<file path="src/rtl/ram_bist_ctrl.sv">
// ram_bist_ctrl: march-style write/read/compare self-test initiator for one
// synchronous RAM port, with read-latency-aligned compare pipeline.
//
// Parameters:
//   DATA_WIDTH  RAM data width
//   ADDR_WIDTH  RAM address width (DEPTH = 2**ADDR_WIDTH)
//   RD_LAT      RAM read latency, 1 or 2 clocks
//   SEED        constant XORed into the address-derived pattern
//
// Ports:
//   clk_i        clock for controller and RAM port
//   rst_i        synchronous active-high reset
//   start_i      one-cycle start request, sampled only when idle
//   busy_o       test in progress
//   done_o       one-cycle completion pulse
//   pass_o       last completed test had zero mismatches
//   err_cnt_o    saturating mismatch count
//   fail_addr_o  address of the first mismatch
//   ram_we_o     RAM write enable
//   ram_addr_o   RAM address
//   ram_din_o    RAM write data
//   ram_dout_i   RAM read data
//
// Build option: define RAM_BIST_INV_PASS_EN to add a second
// write/read/drain sequence using the inverted pattern.

module ram_bist_ctrl #(
  parameter int                    DATA_WIDTH = 8,
  parameter int                    ADDR_WIDTH = 9,
  parameter int                    RD_LAT     = 1,
  parameter logic [DATA_WIDTH-1:0] SEED       = DATA_WIDTH'(8'hA5)
) (
  input  logic                  clk_i,
  input  logic                  rst_i,
  input  logic                  start_i,
  output logic                  busy_o,
  output logic                  done_o,
  output logic                  pass_o,
  output logic [15:0]           err_cnt_o,
  output logic [ADDR_WIDTH-1:0] fail_addr_o,
  output logic                  ram_we_o,
  output logic [ADDR_WIDTH-1:0] ram_addr_o,
  output logic [DATA_WIDTH-1:0] ram_din_o,
  input  logic [DATA_WIDTH-1:0] ram_dout_i
);

  if (RD_LAT < 1 || RD_LAT > 2) begin : g_bad_lat
    $error("ram_bist_ctrl: RD_LAT must be 1 or 2");
  end

  // Number of address bits that reach the pattern.
  localparam int EXT_W =
    (ADDR_WIDTH < DATA_WIDTH) ? ADDR_WIDTH : DATA_WIDTH;

  localparam logic [0:0] DRN_LAST = 1'(RD_LAT - 1);

  typedef enum logic [2:0] {
    S_IDLE,
    S_WRITE,
    S_READ,
    S_DRAIN,
    S_DONE
  } state_e;

  state_e                state_q, state_d;
  logic [ADDR_WIDTH-1:0] addr_q, addr_d;
  logic [0:0]            drn_q, drn_d;
  logic                  phase_q, phase_d;
  logic [15:0]           err_q, err_d;
  logic [ADDR_WIDTH-1:0] fail_q, fail_d;
  logic                  pass_q, pass_d;

  // Compare pipeline: one entry per outstanding read.
  logic                  pv_q [RD_LAT];
  logic [ADDR_WIDTH-1:0] pa_q [RD_LAT];
  logic [DATA_WIDTH-1:0] pd_q [RD_LAT];

  logic                  addr_last;
  logic [DATA_WIDTH-1:0] exp_pat;
  logic                  cmp_vld;
  logic                  mism;

  function automatic logic [DATA_WIDTH-1:0] pat(
    input logic [ADDR_WIDTH-1:0] a
  );
    logic [DATA_WIDTH-1:0] e;
    e = '0;
    e[EXT_W-1:0] = a[EXT_W-1:0];
    return e ^ SEED;
  endfunction

  assign addr_last = (addr_q == '1);

  // Second pass (if built) uses the bitwise-inverted pattern.
  assign exp_pat = pat(addr_q) ^ {DATA_WIDTH{phase_q}};

  // ---------------------------------------------------------------
  // State register
  // ---------------------------------------------------------------
  always_ff @(posedge clk_i) begin
    if (rst_i) begin
      state_q <= S_IDLE;
      addr_q  <= '0;
      drn_q   <= '0;
      phase_q <= 1'b0;
      err_q   <= '0;
      fail_q  <= '0;
      pass_q  <= 1'b0;
    end else begin
      state_q <= state_d;
      addr_q  <= addr_d;
      drn_q   <= drn_d;
      phase_q <= phase_d;
      err_q   <= err_d;
      fail_q  <= fail_d;
      pass_q  <= pass_d;
    end
  end

  // ---------------------------------------------------------------
  // Next-state logic
  // ---------------------------------------------------------------
  always_comb begin
    state_d = state_q;
    addr_d  = addr_q;
    drn_d   = drn_q;
    phase_d = phase_q;
    unique case (state_q)
      S_IDLE: begin
        if (start_i) begin
          state_d = S_WRITE;
          addr_d  = '0;
          phase_d = 1'b0;
        end
      end
      S_WRITE: begin
        addr_d = addr_q + 1'b1;
        if (addr_last) begin
          state_d = S_READ;
        end
      end
      S_READ: begin
        addr_d = addr_q + 1'b1;
        if (addr_last) begin
          state_d = S_DRAIN;
          drn_d   = '0;
        end
      end
      S_DRAIN: begin
        drn_d = drn_q + 1'b1;
        if (drn_q == DRN_LAST) begin
          drn_d = '0;
`ifdef RAM_BIST_INV_PASS_EN
          if (!phase_q) begin
            state_d = S_WRITE;
            phase_d = 1'b1;
          end else begin
            state_d = S_DONE;
          end
`else
          state_d = S_DONE;
`endif
        end
      end
      S_DONE: begin
        state_d = S_IDLE;
      end
      default: begin
        state_d = S_IDLE;
      end
    endcase
  end

  // ---------------------------------------------------------------
  // Compare and result bookkeeping
  // ---------------------------------------------------------------
  assign cmp_vld = pv_q[RD_LAT-1] &&
                   ((state_q == S_READ) || (state_q == S_DRAIN));
  assign mism    = cmp_vld && (ram_dout_i != pd_q[RD_LAT-1]);

  always_comb begin
    err_d  = err_q;
    fail_d = fail_q;
    pass_d = pass_q;
    if ((state_q == S_IDLE) && start_i) begin
      err_d  = '0;
      fail_d = '0;
      pass_d = 1'b0;
    end else if (mism) begin
      if (err_q != '1) begin
        err_d = err_q + 16'd1;
      end
      // A zero count means no earlier mismatch in this test.
      if (err_q == '0) begin
        fail_d = pa_q[RD_LAT-1];
      end
    end
    // Verdict includes the compare happening in the last drain cycle.
    if ((state_q == S_DRAIN) && (state_d == S_DONE)) begin
      pass_d = (err_d == '0);
    end
  end

  // Read tag pipeline, aligned to the RAM read latency.
  always_ff @(posedge clk_i) begin
    if (rst_i) begin
      for (int i = 0; i < RD_LAT; i++) begin
        pv_q[i] <= 1'b0;
        pa_q[i] <= '0;
        pd_q[i] <= '0;
      end
    end else begin
      pv_q[0] <= (state_q == S_READ);
      pa_q[0] <= addr_q;
      pd_q[0] <= exp_pat;
      for (int i = 1; i < RD_LAT; i++) begin
        pv_q[i] <= pv_q[i-1];
        pa_q[i] <= pa_q[i-1];
        pd_q[i] <= pd_q[i-1];
      end
    end
  end

  // ---------------------------------------------------------------
  // Output logic
  // ---------------------------------------------------------------
  always_comb begin
    busy_o      = (state_q == S_WRITE) ||
                  (state_q == S_READ)  ||
                  (state_q == S_DRAIN);
    done_o      = (state_q == S_DONE);
    pass_o      = pass_q;
    err_cnt_o   = err_q;
    fail_addr_o = fail_q;
    ram_we_o    = (state_q == S_WRITE);
    ram_addr_o  = addr_q;
    ram_din_o   = (state_q == S_WRITE) ? exp_pat : '0;
  end

endmodule

</file>
<file path="config.mk">
export PLATFORM = sky130hd
export DESIGN_NAME = ram_bist_ctrl
export DESIGN_NICKNAME = d
export VERILOG_FILES = /design/src/rtl/ram_bist_ctrl.sv
export SDC_FILE = /design/constraint.sdc
export NUM_CORES = 1
export LEC_CHECK = 0
export BUFFER_PORTS_ARGS = -buffer_cell sky130_fd_sc_hd__buf_4
export CELL_PAD_IN_SITES_DETAIL_PLACEMENT = 1
export CELL_PAD_IN_SITES_GLOBAL_PLACEMENT = 2
export CORE_ASPECT_RATIO = 0.5
export CORE_MARGIN = 1
export CORE_UTILIZATION = 32
export CTS_CLUSTER_DIAMETER = 30
export DETAILED_ROUTE_END_ITERATION = 10
export MAX_ROUTING_LAYER = met4
export PLACE_DENSITY = 0.83
export SETUP_SLACK_MARGIN = 0.2
export SYNTH_ARGS = -nofsm -noshare
export SYNTH_HDL_FRONTEND = slang
export SYNTH_SLANG_ARGS = --single-unit
</file>
<file path="constraint.sdc">
create_clock -name clk_i -period 3.2 [get_ports clk_i]
set_input_delay 0.32 -clock clk_i [delete_from_list [all_inputs] [get_ports clk_i]]
set_output_delay 0.32 -clock clk_i [all_outputs]
set_load 0.01 [all_outputs]
</file>
==> reports/metrics.yaml, run 1 <==
outcome:
  status: "completed"
synthesis:
  syn_nets: 293
  ys_seq_area_share_pct: 42.1
  async_reset_ff_share_pct: 0
  synth_seq_cells: 52
  ys_types: 44
  netlist_instances: 278
  synth_edf_count: 0
  synth_largest_area_cell: "dfxtp_1"
  ys.warnings.count: 0
  synth_top_area_share_pct: 42.1
  synthesis.area_mm2: 0.00247
  synthFlopType: "dfxtp_1"
  synth_area_leaders: "dfxtp_1 (42%), nor2_1 (7.1%), xor2_1 (6.0%)"
  syn_avg_cell_area_um2: 8.90
grt:
  grt_pass1_vias: 2086
  grt_pass1_wl_um: 10300
  grt_overflow: 0
  grt_antenna_before_repair: 0
  grt_max_degree: 27
  track_usage_pct: 16.8
critical_path:
  critPathRequiredTime_ns: 3.42
  critPathLaunchType: "flip-flop"
  critical-path-top-delay-family: "simple AND/OR/NAND/NOR gates"
  worst-path-buf-inv: 0
  worst_setup_path_end_kind: "flip-flop"
  critical_path.slowest_cell: "or4_1"
  critPathKind: "flip-flop to flip-flop"
  arrival_ns: 2.82
  max_stage_delay_ns: 0.50
  cp_cell_sequence: "ha_1 > nand3_1 > or2_1 > nand2b_4 > a311oi_1 > a41oi_1 > or4_1 > o31ai_2"
  critPathMaxFanout: 8
timing:
  finalCriticalPeriod_ns: 2.60
  clock_skew_ns: 0.00808
  tightestPinTransition_ns: 0.782
  maxSlewViolCount: 0
  fin_tns_setup_ns: 0
  rsz0062_at_grt: "no"
  max_freq_mhz: 384
  fin_crit_sh_pct: 81.4
  finalHoldViolCount: 0
  relSlewSlack_pct: 47.9
  setup_viol: 0
run:
  max-cap-violations: 0
drt:
  via_per_inst: 5.00
  ant_nets: 0
  drt-total-wl_um: 6260
  via_count: 2092
  drtPass1Iterations: 4
  drc: 0
  wire_per_inst_um: 15.0
  drt_iter0_drc: 96
clock_tree:
  cts_hold_buf: 0
  cts.repair.resized: 0
  clockRootBuffer: "clkbuf_16"
  cts_setup_buffers: 0
  worst_skew_pair.late_latency_ns: 0.29
  cts_tree: "done"
  cts.htree.levels: 2
  cts_buffers: 5
  cts_sinks: 52
  max-clock-path-buffers: 2
  clkTransAtPathRegs_ns: 0.08
floorplanning:
  initial_core_util_pct: 33.4
  dieArea_mm2: 0.00811
  core_area_mm2: 0.00740
  rows: 22
  fp.dieW_um: 126
  die_h_um: 64.2
  ios: 57
power_and_ir_drop:
  p_total_uw: 1280
  p_per_area_mw_per_mm2: 421
  power_frac_seq_pct: 51.5
  p_leak_uw: 0.00121
  max-vdd-ir-drop_mv: 0.319
  swShare_pct: 23.5
  clkPwrFrac_pct: 43.3
  combPwrFrac_pct: 5.1
  p_sw_uw: 301
  intPower_uw: 980
layout:
  final_net_count: 336
  antenna_cells: 0
  drive_gt1_share_pct: 23.3
  area_growth_pct: 22.8
min_path:
  min_path_type: "input port to flip-flop"
place:
  place_congestion: 0.889
  dpl.hpwl_um: 4560
  numPortBuffers: 56
==> stage by stage <==
step	worst slack [ns]	std cells	hold slack, ns	area (um2)	utilization, %
4_1_cts	0.594	418	0.346	3040	41.0
5_1_grt	0.393	418	0.357	3040	41.0
3_5_place_dp	0.593	410	0.462	2890	39.0
3_3_place_gp	0.597	410	0.450	2890	39.0
6_report	0.596	418	0.353	3040	41.0
2_1_floorplan	0.699	278	0.421	2470	-
==> sequential cells by signal (all words and copies together), names as in the netlist <==
register,flops
err_cnt_o,16
fail_addr_o,9
pa_q,9
pass_o,1
pd_q,4
pv_q,1
ram_addr_o,9
state_q,3
==> layer usage <==
metal,global-route usage [%],vias to the layer above,share of wire [%]
met4,5.27,0,1.1
met2,28.2,40,49
met5,-,-,0
met3,3.10,5,3.4
met1,20.7,1006,47
li1,-,1041,-
==> cells by family (layout without fill, tap and decap cells) <==
family	after synthesis	count (layout)	share of synthesized area (%)
AO/OA/AOI/OAI	29	29	8.34
XOR/XNOR	26	26	9.20
adder cells (fa/ha/maj)	4	4	2.02
buffers and inverters	24	68	5.97
flip-flops	52	52	42.1
multiplexers	11	11	4.50
AND/OR/NAND/NOR	132	132	27.9
==> synthesized netlist by cell type, types with 2 or more instances <==
cell type  count
nand2b_1       2
xor2_1        17
inv_1          3
buf_2          2
or2_2          3
nor3b_1        2
or4_1          2
mux2i_1       10
and2_2         2
nand3_1        5
nand2_1       12
dfxtp_1       52
o21ai_0        2
nor3_1         6
a311oi_1       2
and3_1         3
nand3b_1       2
nand4_1       10
xnor2_1        9
or3_1          2
ha_1           4
a41oi_1        3
nor4b_1        2
o211ai_1       2
buf_4          4
nor4_1         6
nor2_1        47
a31oi_1        5
buf_6          4
a21oi_1        7
a211oi_1       4
nor2b_1       11
and2_1        11
clkbuf_1      10
==> power groups by stage <==
| stage | Combinational (uW) | Clock [uW] | Sequential, uW |
|---|---|---|---|
| finish | 65.9 | 555 | 660 |
| global placement | 65.4 | 0 | 675 |
| detailed placement | 67.2 | 0 | 676 |
| CTS | 67.7 | 567 | 660 |
| global route | 72.8 | 596 | 661 |
| floorplan | 36.4 | 0 | 673 |
==> final cells by class <==
cell class | count | area (um2)
clock buffer | 5 | 125
clock inverter | 3 | 27.5
fill | 863 | 4370
inverter | 3 | 11.3
multi-input combinational | 202 | 1290
sequential | 52 | 1040
tap | 96 | 120
timing repair buffer | 57 | 428
==> final timing paths <==
path	startpoint	end	slack (ns)	cells past startpoint
worst max register to register	err_cnt_o[0]$_SDFF_PP0_	pass_o$_SDFFE_PP0P_	0.60	8
worst min-delay path	rst_i	pd_q[0][2]$_SDFF_PP0_	0.35	2
worst max-delay path	err_cnt_o[0]$_SDFF_PP0_	pass_o$_SDFFE_PP0P_	0.60	8
worst min register to register	pa_q[0][7]$_SDFF_PP0_	fail_addr_o[7]$_SDFFE_PP0P_	0.47	2
==> placed cells by master, fill, tap and decap left out, types with 4 or more instances in the layout <==
| cell | n |
|---|---|
| a211oi_1 | 4 |
| a21oi_1 | 7 |
| a31oi_1 | 5 |
| and2_1 | 11 |
| buf_4 | 57 |
| clkbuf_16 | 5 |
| dfxtp_1 | 52 |
| ha_1 | 4 |
| mux2i_1 | 10 |
| nand2_1 | 12 |
| nand3_1 | 5 |
| nand4_1 | 10 |
| nor2_1 | 47 |
| nor2b_1 | 11 |
| nor3_1 | 6 |
| nor4_1 | 6 |
| xnor2_1 | 9 |
| xor2_1 | 17 |
Power figures use the tool's default switching activity.
==> run 2, diff against run 1 <==
==> constraint.sdc (replaced) <==
create_clock -name clk_i -period 2.7 [get_ports clk_i]
set_input_delay 0.27 -clock clk_i [delete_from_list [all_inputs] [get_ports clk_i]]
set_output_delay 0.27 -clock clk_i [all_outputs]
set_load 0.01 [all_outputs]
==> run 2 against run 1 <==
Non-clock buffer count rose by 8. Power up 18%. First-iteration DRC count is 27% higher. Clock-buffer cell count did not move. Cell area is 2.8% higher. Utilization increased by 1.2 points. Critical path type unchanged. Largest cell class unchanged. Largest power group unchanged. Highest routed layer unchanged.
==> reports/metrics.yaml, run 2 (synthesis results as in run 1) <==
place:
  dp_cells: 418  # was 410
  numPortBuffers: 56  # unchanged
  dpl.hpwl_um: 4670  # was 4560 um
  place_congestion: 0.859  # was 0.889
timing:
  fin_crit_sh_pct: 87.5  # was 81.4%
  setup_viol: 0  # unchanged
  rsz0062_at_grt: "no"  # unchanged
  relSlewSlack_pct: 60.8  # was 47.9%
  fin_tns_setup_ns: 0  # unchanged
  tightestPinTransition_ns: 0.589  # was 0.782 ns
  finalCriticalPeriod_ns: 2.36  # was 2.60 ns
  maxSlewViolCount: 0  # unchanged
  finalHoldViolCount: 0  # unchanged
  clock_skew_ns: 0.00353  # was 0.00808 ns
  max_freq_mhz: 423  # was 384 MHz
grt:
  track_usage_pct: 17.3  # was 16.8%
  grt_overflow: 0  # unchanged
  grt_max_degree: 27  # unchanged
  grt_antenna_before_repair: 0  # unchanged
  grt_pass1_vias: 2164  # was 2086
  grt_pass1_wl_um: 10700  # was 10300 um
critical_path:
  critical-path-top-delay-family: "simple AND/OR/NAND/NOR gates"  # unchanged
  worst-path-buf-inv: 0  # unchanged
  max_stage_delay_ns: 0.51  # was 0.50 ns
  worst_setup_path_end_kind: "flip-flop"  # unchanged
  arrival_ns: 2.58  # was 2.82 ns
  r2r-end: "pass_o$_SDFFE_PP0P_"  # unchanged
  critPathKind: "flip-flop to flip-flop"  # unchanged
  critPathMaxFanout: 8  # unchanged
  critPathRequiredTime_ns: 2.92  # was 3.42 ns
  ff2ff_path_depth: 8  # unchanged
  critPathLaunchType: "flip-flop"  # unchanged
  r2r_start: "err_cnt_o[0]$_SDFF_PP0_"  # unchanged
  cp_cell_sequence: "ha_4 > nand3_2 > or2_4 > nand2b_4 > a311oi_2 > a41oi_1 > or4_1 > o31ai_2"  # was ha_1 > nand3_1 > or2_1 > nand2b_4 > a311oi_1 > a41oi_1 > or4_1 > o31ai_2
  critical_path.slowest_cell: "or4_1"  # unchanged
  reg2reg_setup_slack_ns: 0.34  # was 0.60 ns
layout:
  area_growth_pct: 26.3  # was 22.8%
  instances_no_fill: 426  # was 418
  largest_reg_flops: 16  # unchanged
  final_common_cell: "buf_4"  # unchanged
  drive_gt1_share_pct: 27.0  # was 23.3%
  final_cell_mix: "buf_4 (65), dfxtp_1 (50), nor2_1 (47)"  # was buf_4 (57), dfxtp_1 (52), nor2_1 (47)
  antenna_cells: 0  # unchanged
  final_net_count: 344  # was 336
floorplanning:
  core_area_mm2: 0.00740  # unchanged
  dieArea_mm2: 0.00811  # unchanged
  ios: 57  # unchanged
  fp.dieW_um: 126  # unchanged
  rows: 22  # unchanged
  die_h_um: 64.2  # unchanged
  initial_core_util_pct: 33.4  # unchanged
clock_tree:
  cts_buffers: 5  # unchanged
  cts_tree: "done"  # unchanged
  clkTransAtPathRegs_ns: 0.07  # was 0.08 ns
  worst_skew_pair.late_latency_ns: 0.29  # about the same
  cts.htree.levels: 2  # unchanged
  clockRootBuffer: "clkbuf_16"  # unchanged
  cts_sinks: 52  # unchanged
  max-clock-path-buffers: 2  # unchanged
drt:
  via_count: 2157  # was 2092
  drtPass1Iterations: 4  # unchanged
  via_per_inst: 5.06  # was 5.00
  ant_nets: 0  # unchanged
  drt_iter0_drc: 122  # was 96
  drc: 0  # unchanged
  wire_per_inst_um: 15.2  # was 15.0 um
  drt-total-wl_um: 6480  # was 6260 um
power_and_ir_drop:
  p_total_uw: 1520  # was 1280 uW
  p_per_area_mw_per_mm2: 485  # was 421 mW/mm2
  p_leak_uw: 0.00126  # was 0.00121 uW
  max-vdd-ir-drop_mv: 0.250  # was 0.319 mV
min_path:
  min_path_type: "input port to flip-flop"  # unchanged
  holdPathEnd: "pd_q[0][5]$_SDFF_PP0_"  # was pd_q[0][2]$_SDFF_PP0_
  hold_path_depth: 2  # unchanged
  min-delay-start: "rst_i"  # unchanged
run:
  max-cap-violations: 0  # unchanged
outcome:
  status: "completed"  # unchanged
==> run 2: timing repair <==
item	in CTS	in global routing
pin swaps	0	0
hold buffers	0	0
setup buffers	0	0
gates resized for setup	2	4
setup endpoints to repair	1	1
==> run 2: metrics by stage <==
| stage | hold slack (ns) | instance area (um2) | setup slack [ns] | util [%] |
|---|---|---|---|---|
| after global placement | 0.447 | 2950 | 0.298 | 39.8 |
| after detailed placement | 0.465 | 2950 | 0.228 | 39.8 |
| final | 0.309 | 3130 | 0.337 | 42.2 |
| after CTS | 0.302 | 3100 | 0.222 | 41.9 |
| after floorplan | 0.371 | 2480 | 0.240 | - |
| after global routing | 0.314 | 3130 | 0.231 | 42.2 |
==> run 2: worst max path at each step <==
stage	slack, ns	from	depth (start not counted)	end
CTS	0.22	err_cnt_o[1]$_SDFF_PP0_	8	pass_o$_SDFFE_PP0P_
detailed placement	0.23	err_cnt_o[1]$_SDFF_PP0_	8	pass_o$_SDFFE_PP0P_
global placement	0.30	err_cnt_o[1]$_SDFF_PP0_	8	pass_o$_SDFFE_PP0P_
global route	0.23	err_cnt_o[0]$_SDFF_PP0_	8	pass_o$_SDFFE_PP0P_
finish	0.34	err_cnt_o[0]$_SDFF_PP0_	8	pass_o$_SDFFE_PP0P_
floorplan	0.24	err_cnt_o[1]$_SDFF_PP0_	10	pass_o$_SDFFE_PP0P_
==> run 2: where the power goes <==
| group | internal [uW] | switching (uW) |
|---|---|---|
| Sequential | 774 | 8.48 |
| Combinational | 36.5 | 44.8 |
| Clock | 351 | 302 |
| Total | 1160 | 355 |
==> run 2: final cells by class <==
class,instances,area [um2]
inverters,3,11.3
repair buffers,65,488
clock buffers,5,125
multi-input cells,202,1310
well taps,96,120
fillers,862,4280
flip-flops and latches,52,1040
clock inverters,3,25.0
==> run 2: per-layer routing <==
metal	GRT usage, %	part of all wire [%]
met5	-	0
met4	4.52	0.54
met3	3.43	2.8
met2	29.4	48
met1	21.2	49
==> run 3, diff against run 2 <==
==> config.mk (replaced) <==
export PLATFORM = sky130hd
export DESIGN_NAME = ram_bist_ctrl
export DESIGN_NICKNAME = d
export VERILOG_FILES = /design/src/rtl/ram_bist_ctrl.sv
export SDC_FILE = /design/constraint.sdc
export NUM_CORES = 1
export LEC_CHECK = 0
export ABC_AREA = 1
export BUFFER_PORTS_ARGS = -buffer_cell sky130_fd_sc_hd__buf_4
export CORE_ASPECT_RATIO = 0.5
export CORE_MARGIN = 1
export CORE_UTILIZATION = 35
export CTS_CLUSTER_DIAMETER = 30
export DETAILED_ROUTE_END_ITERATION = 10
export MAX_ROUTING_LAYER = met4
export PLACE_DENSITY = 0.59
export SETUP_SLACK_MARGIN = 0.2
export SYNTH_ARGS = -nofsm -noshare
export SYNTH_HDL_FRONTEND = slang
export SYNTH_SLANG_ARGS = --single-unit
==> run 3 against run 2 <==
Sequential power about the same. Register-to-register slack improved by 0.25 ns. Critical path depth increased by 3. Power increased by 1.2%. Highest routed layer unchanged.
==> reports/metrics.yaml, run 3 <==
floorplanning:
  initial_core_util_pct: 37.0  # was 33.4%
  ios: 57  # unchanged
  rows: 22  # unchanged
  dieArea_mm2: 0.00829  # was 0.00811 mm2
  die_h_um: 64.9  # was 64.2 um
  core_area_mm2: 0.00749  # was 0.00740 mm2
  fp.dieW_um: 128  # was 126 um
layout:
  final_net_count: 488  # was 344
  final_common_cell: "nand2_1"  # was buf_4
  drive_gt1_share_pct: 17.5  # was 27.0%
  stdcell_area_mm2: 0.00341  # was 0.00313 mm2
  final_cell_mix: "nand2_1 (112), nor2_1 (74), inv_1 (62)"  # was buf_4 (65), dfxtp_1 (50), nor2_1 (47)
  antenna_cells: 0  # unchanged
  largest_reg_flops: 16  # unchanged
  fill_cells: 799  # was 862
  area_growth_pct: 23.1  # was 26.3%
clock_tree:
  worst_skew_pair.late_latency_ns: 0.30  # was 0.29 ns
  cts_sinks: 52  # unchanged
  clockRootBuffer: "clkbuf_16"  # unchanged
  cts_buffers: 5  # unchanged
  cts_tree: "done"  # unchanged
  cts.repair.resized: 0  # was 2
  clkTransAtPathRegs_ns: 0.07  # about the same
  cts_setup_buffers: 0  # unchanged
  cts.htree.levels: 2  # unchanged
  cts_hold_buf: 0  # unchanged
  max-clock-path-buffers: 2  # unchanged
power_and_ir_drop:
  p_leak_uw: 0.00166  # was 0.00126 uW
  max-vdd-ir-drop_mv: 0.234  # was 0.250 mV
  p_sw_uw: 374  # was 355 uW
  intPower_uw: 1160  # about the same
  clkPwrFrac_pct: 42.4  # was 43.0%
  power_frac_seq_pct: 50.9  # was 51.6%
  p_total_uw: 1540  # was 1520 uW
  p_per_area_mw_per_mm2: 451  # was 485 mW/mm2
  swShare_pct: 24.3  # was 23.4%
  combPwrFrac_pct: 6.8  # was 5.4%
synthesis:
  ys_seq_area_share_pct: 37.6  # was 42.1%
  ys.warnings.count: 0  # unchanged
  async_reset_ff_share_pct: 0  # unchanged
  yosysMostFrequentCell: "nand2_1"  # was dfxtp_1
  synthesis.area_mm2: 0.00277  # was 0.00247 mm2
  syn_avg_cell_area_um2: 6.57  # was 8.90 um2
  ys_types: 37  # was 44
  ys_top_cells_by_count: "nand2_1 (112), nor2_1 (74), inv_1 (62), dfxtp_1 (52), nand3_1 (24)"  # was dfxtp_1 (52), nor2_1 (47), xor2_1 (17), nand2_1 (12)
  synthFlopType: "dfxtp_1"  # unchanged
  netlist_instances: 421  # was 278
  synth_largest_area_cell: "dfxtp_1"  # unchanged
  synth_edf_count: 0  # unchanged
  synth_area_leaders: "dfxtp_1 (38%), nand2_1 (15%), nor2_1 (10%)"  # was dfxtp_1 (42%), nor2_1 (7.1%), xor2_1 (6.0%)
  syn_nets: 436  # was 293
  synth_seq_cells: 52  # unchanged
  synth_top_area_share_pct: 37.6  # was 42.1%
drt:
  drt_iter0_drc: 189  # was 122
  via_count: 2635  # was 2157
  ant_nets: 0  # unchanged
  via_per_inst: 4.53  # was 5.06
  drt-total-wl_um: 7030  # was 6480 um
  drc: 0  # unchanged
  wire_per_inst_um: 12.1  # was 15.2 um
  drtPass1Iterations: 4  # unchanged
critical_path:
  r2r_start: "state_q[1]$_SDFF_PP0_"  # was err_cnt_o[0]$_SDFF_PP0_
  arrival_ns: 2.30  # was 2.58 ns
  critical_path.slowest_cell: "dfxtp_1"  # was or4_1
  r2r-end: "ram_addr_o[7]$_SDFFE_PP0P_"  # was pass_o$_SDFFE_PP0P_
  max_stage_delay_ns: 0.39  # was 0.51 ns
  cp_cell_sequence: "inv_1 > nand2_1 > nand2_1 > nor2_1 > inv_2 > nand2_1 > nor2_1 > nand2_1 > inv_1 > a21oi_1 > nor3_1"  # was ha_4 > nand3_2 > or2_4 > nand2b_4 > a311oi_2 > a41oi_1 > or4_1 > o31ai_2
  crit_start: "state_q[1]$_SDFF_PP0_"  # was err_cnt_o[0]$_SDFF_PP0_
  critPathKind: "flip-flop to flip-flop"  # unchanged
  cpMostUsedCell: "nand2_1"
  ff2ff_path_depth: 11  # was 8
  reg2reg_setup_slack_ns: 0.59  # was 0.34 ns
  critPathRequiredTime_ns: 2.89  # was 2.92 ns
  crit_end: "ram_addr_o[7]$_SDFFE_PP0P_"  # was pass_o$_SDFFE_PP0P_
  worst_setup_path_end_kind: "flip-flop"  # unchanged
  critPathMaxFanout: 11  # was 8
  critPathLaunchType: "flip-flop"  # unchanged
grt:
  grt_pass1_vias: 2350  # was 2164
  grt_max_degree: 26  # was 27
  grt_overflow: 0  # unchanged
  grt_pass1_wl_um: 11600  # was 10700 um
  grt_antenna_before_repair: 0  # unchanged
  track_usage_pct: 18.5  # was 17.3%
timing:
  fin_tns_setup_ns: 0  # unchanged
  fin_crit_sh_pct: 78.2  # was 87.5%
  finalWorstSetupSlack_ns: 0.588  # was 0.337 ns
  finalHoldViolCount: 0  # unchanged
  max_freq_mhz: 474  # was 423 MHz
  maxSlewViolCount: 0  # unchanged
  setup_viol: 0  # unchanged
  finalCriticalPeriod_ns: 2.11  # was 2.36 ns
  clock_skew_ns: 0.00476  # was 0.00353 ns
  relSlewSlack_pct: 70.1  # was 60.8%
  rsz0062_at_grt: "no"  # unchanged
  tightestPinTransition_ns: 0.447  # was 0.589 ns
run:
  max-cap-violations: 0  # unchanged
place:
  place_area_mm2: 0.00326  # was 0.00295 mm2
  dp_slack_ns: 0.628  # was 0.228 ns
  dpl.hpwl_um: 5150  # was 4670 um
  numPortBuffers: 56  # unchanged
  place_congestion: 0.901  # was 0.859
min_path:
  min-delay-start: "rst_i"  # unchanged
  min_path_type: "input port to flip-flop"  # unchanged
outcome:
  status: "completed"  # unchanged
-- run 3: changes by cell type after synthesis, moves of 6 or more --
cell     change
and2_1      -11
xor2_1      -13
nor2_1      +27
inv_1       +59
mux2i_1     -10
nand2_1    +100
nand3_1     +19
nor2b_1     -11
a21oi_1      +9
xnor2_1      -6
-- run 3: how the worst min path moves through the flow --
stage / slack [ns] / cells after the start / end
after global placement: 0.45 / 2 / fail_addr_o[6]$_SDFFE_PP0P_
after floorplan: 0.46 / 2 / fail_addr_o[0]$_SDFFE_PP0P_
after CTS: 0.33 / 2 / pd_q[0][5]$_SDFF_PP0_
final: 0.33 / 2 / pd_q[0][5]$_SDFF_PP0_
after global routing: 0.34 / 2 / pa_q[0][3]$_SDFF_PP0_
after detailed placement: 0.45 / 2 / fail_addr_o[8]$_SDFFE_PP0P_
-- run 3: power groups by stage --
| stage | Combinational [uW] | Clock (uW) | Sequential (uW) |
|---|---|---|---|
| 4_1_cts | 105 | 665 | 781 |
| 3_5_place_dp | 104 | 0 | 799 |
| 2_1_floorplan | 58.9 | 0 | 798 |
| 6_report | 104 | 650 | 781 |
| 5_1_grt | 115 | 706 | 783 |
| 3_3_place_gp | 104 | 0 | 799 |
-- run 3: area by class of cell --
class / count / area [um2] / share of cell area (%)
clock inverters: 3 / 21.3 / 0.624
repair buffers: 60 / 450 / 13.2
well taps: 108 / 135 / 3.97
inverters: 65 / 244 / 7.16
clock buffers: 5 / 125 / 3.67
flip-flops and latches: 52 / 1040 / 30.6
multi-input cells: 289 / 1390 / 40.8
-- run 3: per-stage QoR --
stage | hold slack [ns] | util [%] | instances
after floorplan | 0.457 | - | 421
after global placement | 0.449 | 43.5 | 574
after detailed placement | 0.447 | 43.5 | 574
after CTS | 0.328 | 45.5 | 582
after global routing | 0.336 | 45.5 | 582
final | 0.331 | 45.5 | 582
-- run 3: logic make-up (layout without fill, tap and decap cells) --
| family | Yosys count | in the layout | share of synthesized area (%) |
|---|---|---|---|
| simple gates | 243 | 243 | 37.9 |
| compound gates | 34 | 34 | 7.73 |
| buf+inv | 80 | 133 | 12.2 |
| flops | 52 | 52 | 37.6 |
| fa+ha+maj | 4 | 4 | 1.81 |
| xor+xnor | 8 | 8 | 2.80 |
-- run 3: critical path, delay by kind of cell, from the launching register on --
kind                   cells  cell delay, ns
buffers and inverters      3            0.27
and+or+nand+nor            7            1.23
AOI/OAI and AO/OA          1            0.12
DFF                        1            0.39
-- run 3: routing by layer --
| layer | GRT usage (%) | vias to the layer above | routed length, um |
|---|---|---|---|
| met2 | 27.0 | 58 | 3030 |
| met4 | 4.41 | 0 | 54 |
| met1 | 25.7 | 1154 | 3620 |
| met5 | - | - | 0 |
| met3 | 4.05 | 6 | 324 |
| li1 | - | 1417 | - |
